**config.mk**
```make
export PLATFORM = sky130hd
export DESIGN_NAME = dmem_arbiter
export DESIGN_NICKNAME = d
export VERILOG_FILES = /design/src/rtl/dmem_arbiter.sv
export SDC_FILE = /design/constraint.sdc
export NUM_CORES = 1
export LEC_CHECK = 0
export ABC_AREA = 1
export ABC_CLOCK_PERIOD_IN_PS = 2260
export CAP_MARGIN = 20
export CORE_ASPECT_RATIO = 1.75
export CORE_MARGIN = 4
export CORE_UTILIZATION = 44
export CTS_CLUSTER_SIZE = 16
export DETAILED_ROUTE_END_ITERATION = 12
export HOLD_SLACK_MARGIN = 0.12
export PLACE_DENSITY = 0.95
export SLEW_MARGIN = 30
export SYNTH_ARGS = -nofsm -noshare
export SYNTH_HDL_FRONTEND = slang
export SYNTH_SLANG_ARGS = --single-unit
```
**constraint.sdc**
```tcl
create_clock -name clk -period 2.26 [get_ports clk]
set_input_delay 0.226 -clock clk [delete_from_list [all_inputs] [get_ports clk]]
set_output_delay 0.226 -clock clk [all_outputs]
set_load 0.02 [all_outputs]
```
**src/rtl/dmem_arbiter.sv**
```systemverilog
// Data-memory arbiter: CPU lw/sw port and loader/DMA port share one synchronous-read memory.
// CPU has priority; a starvation counter forces a loader win after STARVE denied cycles.
module dmem_arbiter #(
   parameter int AW     = 11,
   parameter int DW     = 32,
   parameter int STARVE = 8
) (
   input  logic          clk,
   input  logic          rst,
   input  logic          c_req,
   input  logic          c_we,
   input  logic [31:0]   c_addr,
   input  logic [DW-1:0] c_wdata,
   output logic [DW-1:0] c_rdata,
   output logic          c_stall,
   input  logic          l_req,
   input  logic          l_we,
   input  logic [AW-1:0] l_addr,
   input  logic [DW-1:0] l_wdata,
   output logic          l_gnt,
   output logic          l_rvalid,
   output logic [DW-1:0] l_rdata,
   output logic          m_en,
   output logic          m_we,
   output logic [AW-1:0] m_addr,
   output logic [DW-1:0] m_wdata,
   input  logic [DW-1:0] m_rdata
);

   // state | meaning
   // IDLE  | no read outstanding
   // CRD   | CPU read data returns this cycle
   // LRD   | loader read data returns this cycle
   typedef enum logic [1:0] {IDLE, CRD, LRD} state_t;

   localparam int SW = $clog2(STARVE + 1);
   localparam logic [SW-1:0] STARVE_C = SW'(STARVE);

   state_t        r_state;
   state_t        w_next;
   logic [SW-1:0] r_starve_cnt;
   logic          r_m_we;
   logic [AW-1:0] r_m_addr;
   logic [DW-1:0] r_m_wdata;
   logic [DW-1:0] r_c_rdata;
   logic [DW-1:0] r_l_rdata;

   logic          w_c_req;
   logic          w_l_req;
   logic          w_c_win;
   logic          w_l_win;
   logic [AW-1:0] w_c_addr;
   logic          w_unused;

   assign w_c_addr = c_addr[AW+1:2];
   assign w_unused = ^{c_addr[31:AW+2], c_addr[1:0]};

   // CPU request in CRD belongs to the load now completing, so it is masked
   assign w_c_req = rst & c_req & (r_state != CRD);
   assign w_l_req = rst & l_req;
   assign w_c_win = w_c_req & ~(w_l_req & (r_starve_cnt == STARVE_C));
   assign w_l_win = w_l_req & ~w_c_win;

   always_comb begin
      m_en    = w_c_win | w_l_win;
      l_gnt   = w_l_win;
      c_stall = w_c_req & ~(w_c_win & c_we);
      m_we    = r_m_we;
      m_addr  = r_m_addr;
      m_wdata = r_m_wdata;
      w_next  = IDLE;
      if (w_c_win) begin
         m_we    = c_we;
         m_addr  = w_c_addr;
         m_wdata = c_wdata;
         if (!c_we) w_next = CRD;
      end else if (w_l_win) begin
         m_we    = l_we;
         m_addr  = l_addr;
         m_wdata = l_wdata;
         if (!l_we) w_next = LRD;
      end
   end

   assign c_rdata  = (r_state == CRD) ? m_rdata : r_c_rdata;
   assign l_rvalid = (r_state == LRD);
   assign l_rdata  = (r_state == LRD) ? m_rdata : r_l_rdata;

   always_ff @(posedge clk or negedge rst) begin
      if (!rst) begin
         r_state      <= IDLE;
         r_starve_cnt <= '0;
         r_m_we       <= 1'b0;
         r_m_addr     <= '0;
         r_m_wdata    <= '0;
         r_c_rdata    <= '0;
         r_l_rdata    <= '0;
      end else begin
         r_state <= w_next;
         if (!l_req || w_l_win)
            r_starve_cnt <= '0;
         else if (r_starve_cnt != STARVE_C)
            r_starve_cnt <= r_starve_cnt + 1'b1;
         if (m_en) begin
            r_m_we    <= m_we;
            r_m_addr  <= m_addr;
            r_m_wdata <= m_wdata;
         end
         if (r_state == CRD) r_c_rdata <= m_rdata;
         if (r_state == LRD) r_l_rdata <= m_rdata;
      end
   end

endmodule

```
==> flow_metrics.tcl <==
set metrics [dict create \
    dp_hpwl_um 12100 \
    synth-seq-cells 114 \
    reg2reg_from "r_state[1]" \
    drive_above_1_share_pct 24.4 \
    yosysTopAreaCellShare_pct 53.9 \
    ys_seq_area_share_pct 53.9 \
    dr.pass1.iters 7 \
    cp.depth 11 \
    fin_crit_ns 2.30 \
    yosysWarningCount 0 \
    cts.sinks 114 \
    worstPathMaxFanout 18 \
    gp_congestion 0.847 \
    wl_per_cell_um 18.4 \
    row_count 52 \
    r2r-end "r_m_addr[2]" \
    synthCells 656 \
    detail_route.iter0.violations 322 \
    cp.arrival_ns 2.07 \
    io_pins 257 \
    start_util_pct 45.4 \
    grt_pass1_vias 6043 \
    nets 1097 \
    synth_most_common_cell "nand2_1" \
    critPathLaunchType "register" \
    reg2reg_depth 14 \
    grt_setup_unrepaired "true" \
    slowest_delay_ns 0.39 \
    async_flop_share_pct 100 \
    hold_viol_final 0 \
    fin_hold_ws_ns 0.405 \
    crit_family "simple AND/OR/NAND/NOR gates" \
    diodes 0 \
    fmax_mhz 436 \
    synth-edff-count 0 \
    failed_checks "negative setup slack" \
    antenna_found_initial 0 \
    hold_class "in -> async" \
    portBuffers 235 \
    num_vias 5911 \
    cts_tree "yes" \
    reg2reg_slack_ns 0.06 \
    endpoint "m_we" \
    die-height_um 153 \
    crit_chain "inv_2 > ha_4 > nand2_2 > nor2_1 > buf_4 > nand2_8 > nand2_8 > buf_12 > nand3_1 > nand2_1 > buf_4" \
    syn-num-nets 803 \
    maxSlewViolCount 0 \
    max_slew_margin_pct 57.1 \
    worstSkewPairLatency_ns 0.41 \
    syn_to_final_growth_pct 71.9 \
    yosys-top-cells-area "dfrtp_1 (54%), nand2_1 (14%), nand3_1 (12%)" \
    root_buffer "clkbuf_16" \
    fin_ws_ns -0.0359 \
    synth_area_sq_um 5290 \
    path_class "reg -> out" \
    p_per_area_nw_per_um2 863 \
    vias_per_cell 5.38 \
    ir_drop_uv 698 \
    fin_cells 1098 \
    totalWireLength_um 20200 \
    fp.dieW_um 90.9 \
    ys_types 18 \
    worstPathRequired_ns 2.03 \
    timing.max_cap.violations 0 \
    path_clk_slew_ns 0.06 \
    dpl.cell_count 1046 \
    grt_max_degree 75 \
    ctsLongestPathBuffers 2 \
    cp-end-kind "primary output" \
    clock_skew_ns 0.0171 \
    core_region_area_sq_um 11600 \
    cpMaxStageDelayCell "dfrtp_1" \
    synth.top_cells.by_count "nand2_1 (204), nand3_1 (124), dfrtp_1 (114), inv_1 (82), o21ai_0 (65)" \
    htreeDepth 4 \
    track_usage_pct 26.5 \
    cp_num_buf_inv 4 \
    setup_viol 4 \
    cts_buffers 17 \
    drc 0 \
    period_share_pct 102 \
    cp-startpoint "r_starve_cnt[0]" \
    grt_overflow_total 0 \
    dieArea_sq_um 13900 \
    synth-main-ff-cell "dfrtp_1" \
    worst_pin_slew_ns 0.643 \
    avgSynthCellArea_sq_um 8.07 \
    grt_pass1_wl_um 29200 \
    synth_top_area_cell "dfrtp_1" \
    p_leak_nw 4.82 \
    outcome "complete, but fails checks" \
    ant_nets 0 \
]
worst min path at each step:
stage / to / from / slack (ns)
4_1_cts: r_state[1] / l_we / 0.38
2_1_floorplan: r_c_rdata[0] / rst / -0.07
3_5_place_dp: r_m_addr[5] / rst / 0.24
5_1_grt: r_m_addr[2] / rst / 0.42
6_report: r_m_addr[2] / rst / 0.40
3_3_place_gp: r_m_addr[2] / rst / 0.24
repair_timing:
| action | CTS | global route |
|---|---|---|
| endpoints found under the hold margin | 40 | 0 |
| hold buffers | 1 | 0 |
| gates resized for setup | 296 | 156 |
| cloned | 3 | 1 |
| endpoints found under the setup margin | 110 | 78 |
| pin swaps | 5 | 18 |
| buffers inserted | 12 | 6 |
cells by family after synthesis:
group | count (synthesis) | share of synthesized area [%]
buffers and inverters | 121 | 9.39
DFF | 114 | 53.9
AOI/OAI and AO/OA | 67 | 6.55
xor gates and xnor gates | 3 | 0.497
and+or+nand+nor | 349 | 29.2
adders and majority gates | 2 | 0.473
cells in the final DEF, fill, tap and decap left out, drive strengths merged:
| cell | instances |
|---|---|
| dlymetal6s2s | 1 |
| dlygate4sd1 | 3 |
| ha | 2 |
| dlygate4sd3 | 1 |
| dlygate4sd2 | 41 |
| bufinv | 5 |
| nand2 | 207 |
| o21ai | 65 |
| a21oi | 2 |
| nand3 | 134 |
| clkinv | 6 |
| clkdlybuf4s50 | 123 |
| dfrtp | 114 |
| clkbuf | 33 |
| inv | 86 |
| clkinvlp | 1 |
| nor2 | 8 |
| buf | 121 |
| clkdlybuf4s15 | 7 |
| xor2 | 3 |
tightest hold or removal path: stages:
cell and delay (ns):
dlygate4sd3_1 0.56, buf_6 0.15, buf_4 0.24
power by group:
part	switching (mW)	internal (mW)
sequential	0.116	2.40
combinational	1.35	0.961
clock	1.01	2.00
sequential cells by signal (all words and copies together), names as in the netlist:
name,flops
r_c_rdata,32
r_m_addr,11
r_l_rdata,32
r_m_we,1
r_state,2
r_starve_cnt,4
r_m_wdata,32
metal layers:
layer,track usage (%),wire length [um]
met4,16.2,1190
met1,25.3,6380
met3,7.08,1490
met2,49.4,11200
met5,0,0
layout make-up:
class	instances	area, sq um
multi-input combinational	421	2130
sequential	114	2850
tap	135	169
timing repair buffer	312	2970
inverter	84	315
fill	687	2550
clock inverter	14	228
clock buffer	18	439
through the flow:
step / setup slack, ns / util [%] / TNS [ns] / power [mW] / instance area (sq um)
after detailed placement: -0.125 / 70.1 / -3.70 / 4.87 / 8160
after floorplan: 0.361 / - / 0 / 3.61 / 5290
after global placement: -0.0827 / 70.1 / -1.91 / 4.78 / 8160
after global routing: -0.116 / 78.1 / -2.49 / 8.17 / 9100
after CTS: -0.0105 / 75.9 / -0.0359 / 7.71 / 8840
final: -0.0359 / 78.1 / -0.0570 / 7.85 / 9100
(Power assumes the default switching activity.)
